File: config.mk
export PLATFORM = sky130hd
export DESIGN_NAME = fpu_arb
export DESIGN_NICKNAME = d
export VERILOG_FILES = /design/src/rtl/fpu_arb_pkg.sv /design/src/rtl/fpu_arb_fpu.sv /design/src/rtl/fpu_arb.sv
export SDC_FILE = /design/constraint.sdc
export NUM_CORES = 1
export LEC_CHECK = 0
export ABC_AREA = 1
export ABC_CLOCK_PERIOD_IN_PS = 26800
export CORE_ASPECT_RATIO = 0.9
export CORE_MARGIN = 2
export CORE_UTILIZATION = 55
export CTS_CLUSTER_DIAMETER = 100
export DETAILED_ROUTE_END_ITERATION = 8
export HOLD_SLACK_MARGIN = 0.02
export PLACE_DENSITY = 0.75
export SLEW_MARGIN = 20
export SYNTH_ARGS = -nofsm -noshare
export SYNTH_HDL_FRONTEND = slang
export SYNTH_SLANG_ARGS = --single-unit
File: constraint.sdc
create_clock -name clk -period 26.8 [get_ports clk]
set_clock_uncertainty 0.2 [all_clocks]
set_input_delay 5.36 -clock clk [delete_from_list [all_inputs] [get_ports clk]]
set_output_delay 5.36 -clock clk [all_outputs]
set_load 0.005 [all_outputs]
File: src/rtl/fpu_arb_pkg.sv
// Shared definitions for the two-requester bfloat16 fpu arbiter.
// Holds the one-hot op encodings, the FSM state type and common bfloat16 constants.
// No ports; imported by fpu_arb and fpu_arb_fpu.
package fpu_arb_pkg;

    localparam logic [3:0] OP_ADD = 4'b0001;
    localparam logic [3:0] OP_SUB = 4'b0010;
    localparam logic [3:0] OP_MUL = 4'b0100;
    localparam logic [3:0] OP_DIV = 4'b1000;

    typedef enum logic [1:0] {
        IDLE = 2'd0,
        EXEC = 2'd1,
        RESP = 2'd2
    } state_t;

    localparam logic [15:0] ZERO = 16'h0000;
    localparam logic [15:0] ONE  = 16'h3F80;

    // An op is legal only when exactly one encoding bit is set.
    function automatic logic op_legal(input logic [3:0] op);
        return $onehot(op);
    endfunction

endpackage

File: src/rtl/fpu_arb_fpu.sv
// Combinational bfloat16 fpu: add/sub/mul/div with truncation, subnormals flushed to zero.
// Latency: 0 cycles (pure combinational); no backpressure, the caller holds inputs stable.
// Ports: in1_i/in2_i operands, op_i one-hot op, out_o result, div_zero_err_o, overflow_o flags.
module fpu_arb_fpu
    import fpu_arb_pkg::*;
(
    input  logic [15:0] in1_i,
    input  logic [15:0] in2_i,
    input  logic [3:0]  op_i,
    output logic [15:0] out_o,
    output logic        div_zero_err_o,
    output logic        overflow_o
);

    logic       sa, sb, za, zb;
    logic [7:0] ea, eb, ma, mb;

    assign sa = in1_i[15];
    assign sb = in2_i[15];
    assign ea = in1_i[14:7];
    assign eb = in2_i[14:7];
    assign za = (ea == 8'd0);
    assign zb = (eb == 8'd0);
    assign ma = za ? 8'd0 : {1'b1, in1_i[6:0]};
    assign mb = zb ? 8'd0 : {1'b1, in2_i[6:0]};

    // Add/sub path: mantissas carry 3 extra low bits so the aligned operand
    // keeps some precision; the hidden bit sits at bit 10 of the 12-bit sum.
    logic              swap, sb_eff, big_s, sml_s;
    logic [7:0]        big_e, sml_e, big_m, sml_m, diff;
    logic [10:0]       aligned;
    logic [11:0]       sum, norm;
    logic [3:0]        lead;
    logic              as_s, as_zero;
    logic signed [9:0] as_e;
    logic [6:0]        as_frac;

    always_comb begin
        sb_eff  = sb ^ (op_i == OP_SUB);
        swap    = in2_i[14:0] > in1_i[14:0];
        big_s   = swap ? sb_eff : sa;
        sml_s   = swap ? sa : sb_eff;
        big_e   = swap ? eb : ea;
        sml_e   = swap ? ea : eb;
        big_m   = swap ? mb : ma;
        sml_m   = swap ? ma : mb;
        diff    = big_e - sml_e;
        aligned = (diff > 8'd10) ? 11'd0 : ({sml_m, 3'b000} >> diff);
        if (big_s == sml_s) begin
            sum = {1'b0, big_m, 3'b000} + {1'b0, aligned};
        end else begin
            sum = {1'b0, big_m, 3'b000} - {1'b0, aligned};
        end
        lead = 4'd0;
        for (int i = 0; i < 12; i++) begin
            if (sum[i]) lead = 4'(i);
        end
        as_zero = (sum == 12'd0);
        as_s    = big_s;
        as_e    = $signed({2'b00, big_e}) + $signed({6'd0, lead}) - 10'sd10;
        norm    = (lead == 4'd11) ? (sum >> 1) : (sum << (4'd10 - lead));
        as_frac = 7'(norm >> 3);
    end

    logic              res_s, res_zero, dz;
    logic signed [9:0] e_res;
    logic [6:0]        frac;
    logic [15:0]       prod, quot;

    always_comb begin
        out_o          = ZERO;
        div_zero_err_o = 1'b0;
        overflow_o     = 1'b0;
        res_s          = 1'b0;
        res_zero       = 1'b1;
        dz             = 1'b0;
        e_res          = 10'sd0;
        frac           = 7'd0;
        prod           = 16'd0;
        quot           = 16'd0;
        case (op_i)
            OP_ADD, OP_SUB: begin
                res_s    = as_s;
                res_zero = as_zero;
                e_res    = as_e;
                frac     = as_frac;
            end
            OP_MUL: begin
                res_s    = sa ^ sb;
                res_zero = za | zb;
                prod     = 16'(ma) * 16'(mb);
                e_res    = $signed({2'b00, ea}) + $signed({2'b00, eb}) - 10'sd127;
                if (prod[15]) begin
                    e_res = e_res + 10'sd1;
                    frac  = 7'(prod >> 8);
                end else begin
                    frac  = 7'(prod >> 7);
                end
            end
            OP_DIV: begin
                res_s = sa ^ sb;
                if (zb) begin
                    dz             = 1'b1;
                    div_zero_err_o = 1'b1;
                end else begin
                    res_zero = za;
                    quot     = {ma, 8'd0} / {8'd0, mb};
                    e_res    = $signed({2'b00, ea}) - $signed({2'b00, eb}) + 10'sd127;
                    if (quot[8]) begin
                        frac  = 7'(quot >> 1);
                    end else begin
                        e_res = e_res - 10'sd1;
                        frac  = 7'(quot);
                    end
                end
            end
            default: ;
        endcase

        if (res_zero || e_res < 10'sd1) begin
            out_o = {res_s, 15'd0};
        end else if (e_res > 10'sd254) begin
            overflow_o = 1'b1;
            out_o      = {res_s, 8'hFF, 7'd0};
        end else begin
            out_o = {res_s, 8'(e_res), frac};
        end
        // Division by zero returns signed infinity and is not an overflow.
        if (dz) begin
            overflow_o = 1'b0;
            out_o      = {res_s, 8'hFF, 7'd0};
        end
    end

endmodule

File: src/rtl/fpu_arb.sv
// Two-requester round-robin front end sharing one bfloat16 fpu; IDLE/EXEC/RESP FSM.
// Latency: handshake in cycle N -> rsp_valid_o in N+EXEC_CYCLES+1 (N+1 for a non-one-hot op).
// Backpressure: one op in flight; readys stay low outside IDLE, RESP holds until rsp_ready_i.
// Ports: clk/rst (sync, active high); req0_*/req1_* valid/ready/op/a/b; rsp_* valid/ready/id/data/flags; busy_o.
module fpu_arb
    import fpu_arb_pkg::*;
#(
    parameter int EXEC_CYCLES = 1
) (
    input  logic        clk,
    input  logic        rst,
    input  logic        req0_valid_i,
    output logic        req0_ready_o,
    input  logic [3:0]  req0_op_i,
    input  logic [15:0] req0_a_i,
    input  logic [15:0] req0_b_i,
    input  logic        req1_valid_i,
    output logic        req1_ready_o,
    input  logic [3:0]  req1_op_i,
    input  logic [15:0] req1_a_i,
    input  logic [15:0] req1_b_i,
    output logic        rsp_valid_o,
    input  logic        rsp_ready_i,
    output logic        rsp_id_o,
    output logic [15:0] rsp_data_o,
    output logic        rsp_div_zero_o,
    output logic        rsp_overflow_o,
    output logic        rsp_illegal_o,
    output logic        busy_o
);

    localparam logic [1:0] LAST = 2'(EXEC_CYCLES - 1);

    state_t      state;
    logic        prio;
    logic [1:0]  cnt;
    logic        id_q;
    logic [3:0]  fpu_op;
    logic [15:0] fpu_a, fpu_b;

    logic        sel, hs;
    logic [3:0]  op_in;
    logic [15:0] a_in, b_in;

    logic [15:0] fpu_out;
    logic        fpu_dz, fpu_ovf;

    // prio only breaks ties; a lone valid requester always wins.
    always_comb begin
        sel          = (req0_valid_i && req1_valid_i) ? prio : req1_valid_i;
        hs           = (state == IDLE) && !rst && (req0_valid_i || req1_valid_i);
        req0_ready_o = hs && !sel;
        req1_ready_o = hs && sel;
        op_in        = sel ? req1_op_i : req0_op_i;
        a_in         = sel ? req1_a_i  : req0_a_i;
        b_in         = sel ? req1_b_i  : req0_b_i;
    end

    // Operand registers load only for legal ops so the fpu inputs never
    // toggle outside EXEC, including on an illegal request.
    fpu_arb_fpu u_fpu (
        .in1_i          (fpu_a),
        .in2_i          (fpu_b),
        .op_i           (fpu_op),
        .out_o          (fpu_out),
        .div_zero_err_o (fpu_dz),
        .overflow_o     (fpu_ovf)
    );

    always_ff @(posedge clk) begin
        if (rst) begin
            state          <= IDLE;
            prio           <= 1'b0;
            cnt            <= 2'd0;
            id_q           <= 1'b0;
            fpu_op         <= 4'd0;
            fpu_a          <= ZERO;
            fpu_b          <= ZERO;
            rsp_valid_o    <= 1'b0;
            rsp_id_o       <= 1'b0;
            rsp_data_o     <= ZERO;
            rsp_div_zero_o <= 1'b0;
            rsp_overflow_o <= 1'b0;
            rsp_illegal_o  <= 1'b0;
            busy_o         <= 1'b0;
        end else begin
            case (state)
                IDLE: begin
                    if (hs) begin
                        id_q   <= sel;
                        prio   <= ~sel;
                        busy_o <= 1'b1;
                        if (op_legal(op_in)) begin
                            fpu_op <= op_in;
                            fpu_a  <= a_in;
                            fpu_b  <= b_in;
                            cnt    <= 2'd0;
                            state  <= EXEC;
                        end else begin
                            rsp_valid_o    <= 1'b1;
                            rsp_id_o       <= sel;
                            rsp_data_o     <= ZERO;
                            rsp_div_zero_o <= 1'b0;
                            rsp_overflow_o <= 1'b0;
                            rsp_illegal_o  <= 1'b1;
                            state          <= RESP;
                        end
                    end
                end
                EXEC: begin
                    if (cnt == LAST) begin
                        cnt            <= 2'd0;
                        rsp_valid_o    <= 1'b1;
                        rsp_id_o       <= id_q;
                        rsp_data_o     <= fpu_out;
                        rsp_div_zero_o <= fpu_dz;
                        rsp_overflow_o <= fpu_ovf;
                        rsp_illegal_o  <= 1'b0;
                        state          <= RESP;
                    end else begin
                        cnt <= cnt + 2'd1;
                    end
                end
                RESP: begin
                    if (rsp_ready_i) begin
                        rsp_valid_o <= 1'b0;
                        busy_o      <= 1'b0;
                        state       <= IDLE;
                    end
                end
                default: state <= IDLE;
            endcase
        end
    end

endmodule

# Word level (Yosys, flattened, before mapping)
# Cells that the tools add are included.
[op_classes] add_sub_neg=16 mul=1 div=1 n_lt_le_gt_ge=4 eq_ne=14 shift=2 n_mux=77 n_bitwise=4 n_reduce_logical=26
[op_table] op="$mux 16" n=5
[op_table] op="$mux 8" n=6
[op_table] op="$mux 15" n=3
[op_table] op="$mux 4" n=11
[op_table] op="$mux 10" n=4
[op_table] op="$pmux 16 s2" n=1
[op_table] op="$pmux 10 s3" n=1
[op_table] op="$mux 1" n=23
[op_table] op="$mux 7" n=3
[op_table] op="$pmux 7 s3" n=1
[op_table] op="$div 16x8->16" n=1
[op_table] op="$logic_not 8->1" n=2
[op_table] op="$mul 8x8->16" n=1
[op_table] op="$gt 15x15->1" n=1
[op_table] op="$mux 2" n=7
[op_table] op="$add 11x11->12" n=1
[op_table] op="$logic_not 12->1" n=1
[op_table] op="$mux 12" n=1
[op_table] op="$pmux 1 s2" n=6
[op_table] op="$reduce_and 3->1" n=4
[op_table] op="$shl 12x4->10" n=1
[op_table] op="$sub 11x11->12" n=1
[op_table] op="$mux 11" n=1
[op_table] op="$shr 11x8->11" n=1
[op_table] op="other kinds (42)" n=58
[word_totals] ff_bits=64 inputBits=77 output_inout_bits=24 wordCells=159

# Longest topological paths before layout
# Gate-level depths: netlist of the first run.
[depth] ltp_word=27 ltp_mapped=208

# By module
# Synthesis of the first run repeated with hierarchy kept, for this count alone.
[unflattened] cells_unflattened=2566 hier_area_um2=15454.8
[modules_own_cells] module="fpu_arb_fpu" instances=1 cells_per_inst=2143 area_per_inst_um2=12579.6 seq_area_each_um2=0.0
[modules_own_cells] module="fpu_arb" instances=1 cells_per_inst=423 area_per_inst_um2=2875.3 seq_area_each_um2=1281.2

# Least setup slack after synthesis of the first run
# OpenSTA, ideal clock, no wires.
[synth_path] path_type="register to register" startpoint="reg fpu_b[13]" endpoint="reg rsp_data_o[0]" setup_time_ns=0.132 arrival_time_ns=24.326 setup_slack_ns=2.142 stages_incl_launch_ff=198 synth_period_minus_slack_ns=24.658 path_cell_list="dfxtp_1 -> nor2_1 -> nand2_2 -> nor2_8 -> inv_4 -> nand2_4 -> clkbuf_1 -> clkbuf_1 -> ha_1 -> nand2_1 -> nand2_1 -> inv_1 -> ha_1 -> or3_1 -> nand2_1 -> nand3_1 -> nand2_1 -> inv_2 -> (+162 left out) -> o21ai_0 -> ha_1 -> nand2_1 -> inv_1 -> nand3_1 -> inv_1 -> nand3_1 -> nand4_1 -> a21oi_1 -> nand3_1 -> nor2_1 -> nand3_1 -> nand2_1 -> nand2_1 -> nand2_1 -> nand2_1 -> nand2_1 -> a21oi_1"
[synth_between] elab_chain_cells=27 word_cells_on_any_way=64 cone_classes="12 x add/sub; 1 x mul; 1 x div; 4 x order compare; 2 x eq/ne; 2 x shift; 38 x mux; 1 x bitwise; 3 x reduce/logical"
[synth_lines] item="start, declared" line="fpu_arb.sv:39" text="logic [15:0] fpu_a, fpu_b;"
[synth_lines] item="start signal, assigned" line="fpu_arb.sv:96" text="fpu_b <= b_in;"
[synth_lines] item="parallel branches: the longest is 24 deep, another holds $div 16x8->16"
[synth_lines] item="$mux 15 (*)" line="fpu_arb_fpu.sv:129" text="if (dz) begin"
[synth_lines] item="$mux 16 (*)" line="fpu_arb.sv:111" text="if (cnt == LAST) begin"
[synth_lines] item="$pmux 16 s2 (*)" line="fpu_arb.sv:87" text="case (state)"
[synth_lines] item="end signal, assigned" line="fpu_arb.sv:115" text="rsp_data_o <= fpu_out;"
[synth_lines] item="end, declared" line="fpu_arb.sv:25" text="output logic [15:0] rsp_data_o,"
# Mark *: on every way between the ends. The select of a mux whose other input is x is not followed.
# A chain may end at the register's enable or synchronous reset.

# Worst setup path in the final report of the first run
[layout_path] startpoint="reg fpu_b[7]" endpoint="reg rsp_data_o[0]"
# Same word-level chain as after synthesis.

==> metrics.yaml, run 1 <==
yosys:
  yosys_warnings: 0
  postSynthCellCount: 2518
  number_of_flops_mapped_to_enable_cells_by_yosys: 0
  synthesis.nets: 2827
  synth-async-reset-ratio_pct: 0
  syn_area_um2: 15300
  synth.avg_cell_area_um2: 6.09
  synth_seq_area_share_pct: 8.36
  post_synth_num_cell_types: 62
  yosys_register_bits: 64
  synth_flop_cell: "sky130_fd_sc_hd__dfxtp_1"
critical_path:
  cpMaxStageDelayCell: "sky130_fd_sc_hd__dfxtp_1"
  crit_family: "simple AND/OR/NAND/NOR gates"
  cp_num_buf_inv: 25
  critical_path.endpoint_type: "register"
  path_class: "register to register"
  regToRegStartpoint: "fpu_b[7]"
  worst-r2r-cell-count: 187
  timing.critical_path.arrival_ps: 24450
  setup.worst_path.start_class: "register"
  rr_endpoint: "rsp_data_o[0]"
  worstPathRequired_ps: 26800
  critPathMostFrequentCell: "sky130_fd_sc_hd__nand2_1"
  setup.reg_to_reg.worst_slack_ps: 2350
  critical_path.max_fanout: 18
  critical_path.max_stage_delay_ps: 450
routing:
  dr.pass1.iters: 7
  drt-total-wl_um: 45800
  routed_via_density: 5.62
  drt.antenna.violating_nets: 0
  route.detailed.wl_per_inst_um: 15.4
  drt_iter0_markers: 1451
  route.detailed.drc: 0
  vias: 16705
die:
  placeableCoreArea_um2: 27200
  die_w_um: 180
  die_area_um2: 29200
  initial_core_util_pct: 56.4
  ioPinCount: 101
  die_h_um: 162
  placement_rows: 57
timing:
  fin_crit_ps: 24450
  report.final.setup_viol: 0
  minimum_setup_slack_in_the_final_design_ps: 2350
  worst_pin_slew_ps: 1020
  final-hold-violation-count: 0
  fmax_mhz: 40.9
  report.final.slew_viol_count: 0
  finalCritPeriodShare_pct: 91.2
  max-slew-margin-rel_pct: 32.1
final_layout:
  layout.filler_cells: 2571
  final_layout_size_suffix_gt1_share_pct: 9.35
  layout.nets: 2923
  final_util_pct: 64.1
  area_growth_pct: 13.6
clock_network:
  cts.root.buffer_cell: "sky130_fd_sc_hd__clkbuf_16"
  tritoncts.num_buffers: 9
  clk-insertion-delay-late_ps: 340
  cts-root-to-sink-buffers: 2
  clkSlewWorstSetupHoldPaths_ps: 50
  tritoncts: "built"
  htree_num_levels: 3
  clock_sinks: 64
place:
  globalplace.congestion: 0.958
  buffer_ports.inserted: 100
  place.detailed.hpwl_um: 36500
  dp_worst_setup_slack_ps: 499
grt:
  antenna_found_initial: 0
  grtUsageMet3_pct: 5.88
  grt_use_met2_pct: 47.4
  grt_use_met1_pct: 43.0
  first_global_vias: 15327
  grt_pass1_wl_um: 74400
  global_route_overflow: 0
  global_route.usage.total_pct: 30.4
  grt_max_degree: 67
  grt_most_used_layer: "met2"
min_path:
  min-delay-start: "rsp_data_o[2]"
  hp-class: "register to register"
  timing.hold.worst_path_depth: 2
  min_to: "rsp_data_o[2]"
job:
  max_cap_violations: 0
outcome:
  outcome: "finished, final reports clean"
==> synthesized netlist by cell type (7+ instances only) <==
cell	n	area, um2
sky130_fd_sc_hd__nand4_1	42	263
sky130_fd_sc_hd__nor2_2	10	62.6
sky130_fd_sc_hd__xor2_1	80	701
sky130_fd_sc_hd__o211ai_1	16	120
sky130_fd_sc_hd__ha_1	191	2390
sky130_fd_sc_hd__o21a_1	7	52.6
sky130_fd_sc_hd__nand3b_1	8	60.1
sky130_fd_sc_hd__a21o_1	12	90.1
sky130_fd_sc_hd__inv_1	340	1280
sky130_fd_sc_hd__a31oi_1	51	319
sky130_fd_sc_hd__inv_2	9	33.8
sky130_fd_sc_hd__fa_1	41	821
sky130_fd_sc_hd__nand2_2	31	194
sky130_fd_sc_hd__xnor2_1	27	236
sky130_fd_sc_hd__o21ai_0	166	831
sky130_fd_sc_hd__dfxtp_1	64	1280
sky130_fd_sc_hd__nand3_2	19	190
sky130_fd_sc_hd__clkbuf_1	48	180
sky130_fd_sc_hd__buf_4	7	52.6
sky130_fd_sc_hd__nand2_1	668	2510
sky130_fd_sc_hd__nor2_1	193	724
sky130_fd_sc_hd__nand3_1	151	756
sky130_fd_sc_hd__a22oi_1	9	67.6
sky130_fd_sc_hd__o21bai_1	16	120
sky130_fd_sc_hd__nor3_1	24	120
sky130_fd_sc_hd__a21oi_1	141	706
sky130_fd_sc_hd__nor2_4	12	135
sky130_fd_sc_hd__o21ai_1	25	125
sky130_fd_sc_hd__buf_2	8	40.0
sky130_fd_sc_hd__or2_2	23	144
==> how the worst max path moves through the flow <==
stage,depth (start not counted),slack (ps),end,from
CTS,183,470,rsp_data_o[0],fpu_a[13]
global route,182,-150,rsp_data_o[0],fpu_a[9]
floorplan,197,2140,rsp_data_o[0],fpu_b[13]
global placement,180,1610,rsp_data_o[0],fpu_a[13]
finish,187,2350,rsp_data_o[0],fpu_b[7]
detailed placement,183,500,rsp_data_o[0],fpu_a[13]
==> cells by family after synthesis <==
kind of cell / count (synthesis) / share of synthesized area (%)
muxes: 3 / 0.196
AOI/OAI and AO/OA: 478 / 17.8
adders and majority gates: 232 / 20.9
and+or+nand+nor: 1212 / 35.8
DFF: 64 / 8.36
xor gates and xnor gates: 107 / 6.11
buffers and inverters: 422 / 10.8
==> per-layer routing <==
metal  vias up  part of all wire (%)
li1       8470                     -
met1      7506                    47
met2       663                    43
met3        66                   8.3
met4         0                   2.1
met5         -                     0
==> stage by stage <==
stage	hold slack, ps	cells	area [um2]	TNS (ps)
2_1_floorplan	240	2518	15300	0
3_3_place_gp	247	2922	16600	0
3_5_place_dp	256	2922	16600	0
4_1_cts	265	2938	17000	0
5_1_grt	284	2973	17400	-150
6_report	263	2974	17400	0
==> layout make-up <==
class                      count  area, um2  area share (%)
antenna                        1       2.50          0.0144
clock buffer                  10        239            1.37
clock inverter                 6        115           0.661
inverter                     354       1360            7.81
multi-input combinational   2033      12600            72.1
sequential                    64       1280            7.38
tap                          354        443            2.54
timing repair buffer         147       1380            7.90
timing repair inverter         5       37.5           0.215
==> tightest hold or removal path: stages, from the launching register on <==
cell	delay, ps
sky130_fd_sc_hd__dfxtp_1	300
sky130_fd_sc_hd__nand2_1	60
sky130_fd_sc_hd__a21oi_1	50
==> registers in the layout, indices dropped and copies added (netlist names), 2 cells and up <==
signal / count
rsp_data_o: 16
fpu_a: 16
cnt: 2
fpu_op: 4
fpu_b: 16
state: 2
==> cells in the final DEF (no fill, tap or decap), types with 19 or more instances in the layout <==
| cell type | netlist | final |
|---|---|---|
| sky130_fd_sc_hd__a21oi_1 | 141 | 134 |
| sky130_fd_sc_hd__o21ai_0 | 166 | 142 |
| sky130_fd_sc_hd__inv_1 | 340 | 334 |
| sky130_fd_sc_hd__nand3_2 | 19 | 19 |
| sky130_fd_sc_hd__nand4_1 | 42 | 42 |
| sky130_fd_sc_hd__nand2_2 | 31 | 33 |
| sky130_fd_sc_hd__clkdlybuf4s50_1 | 0 | 99 |
| sky130_fd_sc_hd__nand3_1 | 151 | 151 |
| sky130_fd_sc_hd__nor2_1 | 193 | 189 |
| sky130_fd_sc_hd__dfxtp_1 | 64 | 61 |
| sky130_fd_sc_hd__buf_4 | 7 | 44 |
| sky130_fd_sc_hd__a31oi_1 | 51 | 51 |
| sky130_fd_sc_hd__or2_2 | 23 | 23 |
| sky130_fd_sc_hd__nor3_1 | 24 | 23 |
| sky130_fd_sc_hd__o21ai_1 | 25 | 40 |
| sky130_fd_sc_hd__fa_1 | 41 | 41 |
| sky130_fd_sc_hd__ha_1 | 191 | 187 |
| sky130_fd_sc_hd__xnor2_1 | 27 | 27 |
| sky130_fd_sc_hd__nand2_1 | 668 | 664 |
| sky130_fd_sc_hd__xor2_1 | 80 | 80 |
==> what timing repair did <==
item,4_1_cts,5_1_grt
endpoints found under the setup margin,0,2
buffers inserted,0,28
hold endpoints to repair,0,0
hold buffers,0,0
resized for setup,0,78
Power of run 1 is not shown: default switching activity piles up to over one toggle a cycle in this logic, so the estimate is an artifact.
==> run 2, diff against run 1 <==
- HOLD_SLACK_MARGIN: 0.02 -> not set
- PLACE_DENSITY: 0.75 -> not set
- PLACE_DENSITY_LB_ADDON: not set -> 0.2
- SLEW_MARGIN: 20 -> not set
==> run 2 against run 1 <==
Effect of this change:
- via count increased by 0.80%
- maximum frequency is 0.84% lower
- critical path depth down 6
- utilization shrank 0.11 points
- final cell count unchanged
- sequential share of layout area barely moved
- wire length fell by 0.51%
- flip-flop and latch count stayed put
- non-clock buffer count stayed put
- register-to-register slack got worse by 210 ps
==> metrics.yaml, run 2 (synthesis gave the netlist of run 1 again) <==
clock_network:
  cts.root.buffer_cell: "sky130_fd_sc_hd__clkbuf_16"
  htree_num_levels: 3  # unchanged
  clock_sinks: 64  # unchanged
  cts-root-to-sink-buffers: 2  # unchanged
  tritoncts: "built"
  cts.hold.buffers_added: 0  # unchanged
  clkSlewWorstSetupHoldPaths_ps: 60  # about the same
  tritoncts.num_buffers: 9  # unchanged
  clk-insertion-delay-late_ps: 340  # about the same
final_layout:
  reg_top3: "fpu_a: 16 flops, fpu_b: 16 flops, rsp_data_o: 16 flops"
  layout.nets: 2924  # +0.034%
  mostFrequentLayoutCell: "sky130_fd_sc_hd__nand2_1"
  n_antenna_cell: 0  # -1
  layout.cell_area.non_filler_um2: 17400  # -0.17%
  final_layout_size_suffix_gt1_share_pct: 9.12  # -0.23 points
  area_growth_pct: 13.4
  commonest_non_fill_non_tap_cells_in_the_layout: "sky130_fd_sc_hd__nand2_1, sky130_fd_sc_hd__inv_1, sky130_fd_sc_hd__nor2_1, sky130_fd_sc_hd__ha_1, sky130_fd_sc_hd__nand3_1"
die:
  die_w_um: 180  # unchanged
  initial_core_util_pct: 56.4  # unchanged
  placement_rows: 57  # unchanged
  die_h_um: 162  # unchanged
  ioPinCount: 101  # unchanged
  die_area_um2: 29200  # unchanged
  placeableCoreArea_um2: 27200  # unchanged
critical_path:
  critical_path.max_fanout: 18  # unchanged
  timing.critical_path.arrival_ps: 24620  # +170 ps
  worstPathRequired_ps: 26770  # -30 ps
  cpMaxStageDelayCell: "sky130_fd_sc_hd__ha_1"
  path_class: "register to register"
  critPathMostFrequentCell: "sky130_fd_sc_hd__nand2_1"
  crit_family: "simple AND/OR/NAND/NOR gates"
  critical_path.max_stage_delay_ps: 390  # -60 ps
  setup.worst_path.start_class: "register"
  cp_num_buf_inv: 24  # -4.0%
  critical_path.endpoint_type: "register"
grt:
  global_route_overflow: 0  # unchanged
  global_route.usage.total_pct: 30.0  # -0.40 points
  grt_max_degree: 67  # unchanged
  grt_pass1_wl_um: 74000  # -0.53%
  first_global_vias: 15462  # +0.88%
  antenna_found_initial: 0  # unchanged
min_path:
  hp-class: "register to register"
routing:
  route.detailed.wl_per_inst_um: 15.3  # -0.51%
  dr.pass1.iters: 6  # -1
  drt.antenna.violating_nets: 0  # unchanged
  vias: 16839  # +0.80%
  drt_iter0_markers: 1580  # +8.9%
  route.detailed.drc: 0  # unchanged
  drt-total-wl_um: 45500  # -0.51%
  routed_via_density: 5.66  # +0.80%
timing:
  max-slew-margin-rel_pct: 25.2  # -6.9 points
  final-hold-violation-count: 0  # unchanged
  report.final.setup_viol: 0  # unchanged
  worst_pin_slew_ps: 1120  # +99.3 ps
  report.final.slew_viol_count: 0  # unchanged
  fin_crit_ps: 24650  # +206 ps
  finalCritPeriodShare_pct: 92.0  # +0.77 points
  fmax_mhz: 40.6  # -0.84%
outcome:
  outcome: "finished, final reports clean"
place:
  globalplace.congestion: 0.968  # +1.0%
  detailed_place.area_um2: 16600  # unchanged
  place.detailed.hpwl_um: 35900  # -1.7%
  buffer_ports.inserted: 100  # unchanged
job:
  max_cap_violations: 0  # unchanged
-- run 2: metal layers --
metal / GRT usage [%] / vias to the layer above / share of wire, %
met1: 43.5 / 7707 / 49
li1: - / 8451 / -
met3: 3.71 / 84 / 6.8
met2: 46.9 / 597 / 42
met4: 8.50 / 0 / 2.4
met5: 0 / - / 0
-- run 2: area by class of cell --
type / count / area, um2
clock inverter: 6 / 91.3
inverter: 354 / 1360
timing repair inverter: 6 / 45.0
timing repair buffer: 147 / 1360
clock buffer: 10 / 239
fill: 2557 / 9780
sequential: 64 / 1280
tap: 354 / 443
multi-input combinational: 2033 / 12600
-- run 2: final timing paths --
kind	start	slack [ps]	endpoint	cells after the start
worst max-delay path	fpu_a[12]	2150	rsp_data_o[0]	181
worst min-delay path	rsp_valid_o	260	rsp_valid_o	2
worst max register to register	fpu_a[12]	2150	rsp_data_o[0]	181
worst min register to register	rsp_valid_o	260	rsp_valid_o	2
-- run 2: repair_timing --
item	4_1_cts	5_1_grt
setup endpoints to repair	0	2
gates resized for setup	0	71
setup buffers	0	29
-- run 2: through the flow --
step | hold slack [ps] | util, % | worst slack, ps | instances | setup TNS (ps)
final | 260 | 64.0 | 2150 | 2974 | 0
after global routing | 287 | 64.0 | -214 | 2974 | -214
after CTS | 263 | 62.3 | 277 | 2938 | 0
after detailed placement | 254 | 61.1 | 362 | 2922 | 0
after global placement | 247 | 61.1 | 1470 | 2922 | 0
after floorplan | 240 | - | 2140 | 2518 | 0
-- run 2: worst register-to-register path: cells and delay by family (launching register included) --
family          cells  cell delay, ps
compound gates     37            5670
buf+inv            24            2290
fa+ha+maj          17            5330
flops               1             380
simple gates      102           10480
xor+xnor            1             230
Power of run 2 is left out for the same reason.
==> run 3, diff against run 2 <==
- CORE_MARGIN: 2 -> 10
- TNS_END_PERCENT: not set -> 30
==> run 3 against run 2 <==
Effect of this change:
- sequential share of layout area barely moved
- count of clock-buffer cells in the layout shrank 1
- first-iteration DRC count is 19% lower
- flip-flop and latch count did not move
==> metrics.yaml, run 3 (synthesis gave the netlist of run 1 again) <==
routing:
  routed_via_density: 5.60  # -1.1%
  route.detailed.wl_per_inst_um: 15.4  # +0.56%
  vias: 16640  # -1.2%
  route.detailed.drc: 0  # unchanged
  drt-total-wl_um: 45700  # +0.46%
  dr.pass1.iters: 6  # unchanged
  drt_iter0_markers: 1280  # -19%
  drt.antenna.violating_nets: 0  # unchanged
clock_network:
  htree_num_levels: 3  # unchanged
  tritoncts.num_buffers: 9  # unchanged
  cts-root-to-sink-buffers: 2  # unchanged
  tritoncts: "built"
  cts.root.buffer_cell: "sky130_fd_sc_hd__clkbuf_16"
  clock_sinks: 64  # unchanged
  clkSlewWorstSetupHoldPaths_ps: 60  # about the same
  clk-insertion-delay-late_ps: 350  # about the same
die:
  initial_core_util_pct: 56.3  # -0.15 points
  placement_rows: 57  # unchanged
  die_w_um: 196  # +8.9%
  die_area_um2: 35000  # +20%
  placeableCoreArea_um2: 27200  # +0.26%
  ioPinCount: 101  # unchanged
  die_h_um: 178  # +9.9%
min_path:
  hp-class: "register to register"
critical_path:
  path_class: "register to register"
  cpMaxStageDelayCell: "sky130_fd_sc_hd__dfxtp_1"
  critical_path.max_stage_delay_ps: 440  # +50 ps
  setup.reg_to_reg.worst_slack_ps: 2350  # +210 ps
  worstPathRequired_ps: 26780  # about the same
  critical_path.max_fanout: 18  # unchanged
  timing.critical_path.arrival_ps: 24430  # -190 ps
  critical_path.endpoint_type: "register"
  critPathMostFrequentCell: "sky130_fd_sc_hd__nand2_1"
  setup.worst_path.start_class: "register"
final_layout:
  mostFrequentLayoutCell: "sky130_fd_sc_hd__nand2_1"
  n_antenna_cell: 0  # unchanged
  final_util_pct: 63.9  # -0.14 points
  instances_no_fill: 2971  # -0.10%
  layout.nets: 2921  # -0.10%
  layout.cell_area.non_filler_um2: 17400  # about the same
  commonest_non_fill_non_tap_cells_in_the_layout: "sky130_fd_sc_hd__nand2_1, sky130_fd_sc_hd__inv_1, sky130_fd_sc_hd__nor2_1, sky130_fd_sc_hd__ha_1, sky130_fd_sc_hd__nand3_1"
  reg_top3: "fpu_a: 16 flops, fpu_b: 16 flops, rsp_data_o: 16 flops"
  final_layout_size_suffix_gt1_share_pct: 9.02  # -0.10 points
  area_growth_pct: 13.5  # about the same
job:
  max_cap_violations: 0  # unchanged
timing:
  fmax_mhz: 40.9  # +0.86%
  report.final.slew_viol_count: 0  # unchanged
  finalCritPeriodShare_pct: 91.2  # -0.78 points
  fin_crit_ps: 24450  # -209 ps
  report.final.setup_viol: 0  # unchanged
  minimum_setup_slack_in_the_final_design_ps: 2350  # +209 ps
  final-hold-violation-count: 0  # unchanged
  worst_pin_slew_ps: 1130  # +14.6 ps
  max-slew-margin-rel_pct: 24.2  # -0.97 points
grt:
  antenna_found_initial: 0  # unchanged
  grt_pass1_wl_um: 75000  # +1.4%
  global_route_overflow: 0  # unchanged
  global_route.usage.total_pct: 25.2  # -4.9 points
  grt_max_degree: 67  # unchanged
  first_global_vias: 15335  # -0.82%
place:
  buffer_ports.inserted: 100  # unchanged
  numPlacedInstances: 2919  # -0.10%
  dp_worst_setup_slack_ps: 212  # -150 ps
  detailed_place.area_um2: 16600  # -0.14%
  globalplace.congestion: 0.969  # +0.14%
  place.detailed.hpwl_um: 36500  # +1.7%
outcome:
  outcome: "finished, final reports clean"
[run 3: cell count changes in the layout (fill, tap and decap cells not counted), sizes merged]
cell,previous run,this run
nand4,46,47
bufinv,2,3
buf,47,44
clkinvlp,12,10
inv,346,348
clkbuf,10,9
clkinv,6,5
[run 3: per-stage QoR]
step | TNS, ps | hold WS (ps)
2_1_floorplan | 0 | 240
3_3_place_gp | 0 | 249
3_5_place_dp | 0 | 254
4_1_cts | 0 | 264
5_1_grt | -131 | 280
6_report | 0 | 262
[run 3: critical path: cells and delay by family (launching register included)]
| family | cells | cell delay (ps) |
|---|---|---|
| fa+ha+maj | 16 | 5000 |
| flops | 1 | 440 |
| compound gates | 38 | 5530 |
| xor+xnor | 1 | 210 |
| buf+inv | 23 | 2320 |
| simple gates | 106 | 10540 |
[run 3: timing repair]
action                                  in CTS  in global routing
gates resized for setup                      0                 75
hold buffers                                 0                  0
buffers inserted                             0                 29
endpoints found under the setup margin       0                  2
[run 3: layer usage]
layer | vias to the layer above | global-route usage, % | share of wire, %
met5 | - | 0 | 0
met4 | 0 | 4.45 | 1.2
met3 | 57 | 4.45 | 8.2
met2 | 617 | 39.3 | 42
met1 | 7511 | 35.7 | 48
li1 | 8455 | - | -
[run 3: layout make-up]
type,count,area [um2]
tap,354,443
multi-input combinational,2034,12600
timing repair buffer,144,1340
timing repair inverter,5,37.5
sequential,64,1280
inverter,354,1360
clock buffer,9,225
clock inverter,7,128
fill,2503,9850
[run 3: final timing paths]
path / from / to / cells after the start
setup reg to reg: fpu_b[9] / rsp_data_o[0] / 184
setup / recovery: fpu_b[9] / rsp_data_o[0] / 184
hold / removal: rsp_data_o[5] / rsp_data_o[5] / 2
hold reg to reg: rsp_data_o[5] / rsp_data_o[5] / 2
Power of run 3 is left out for the same reason.
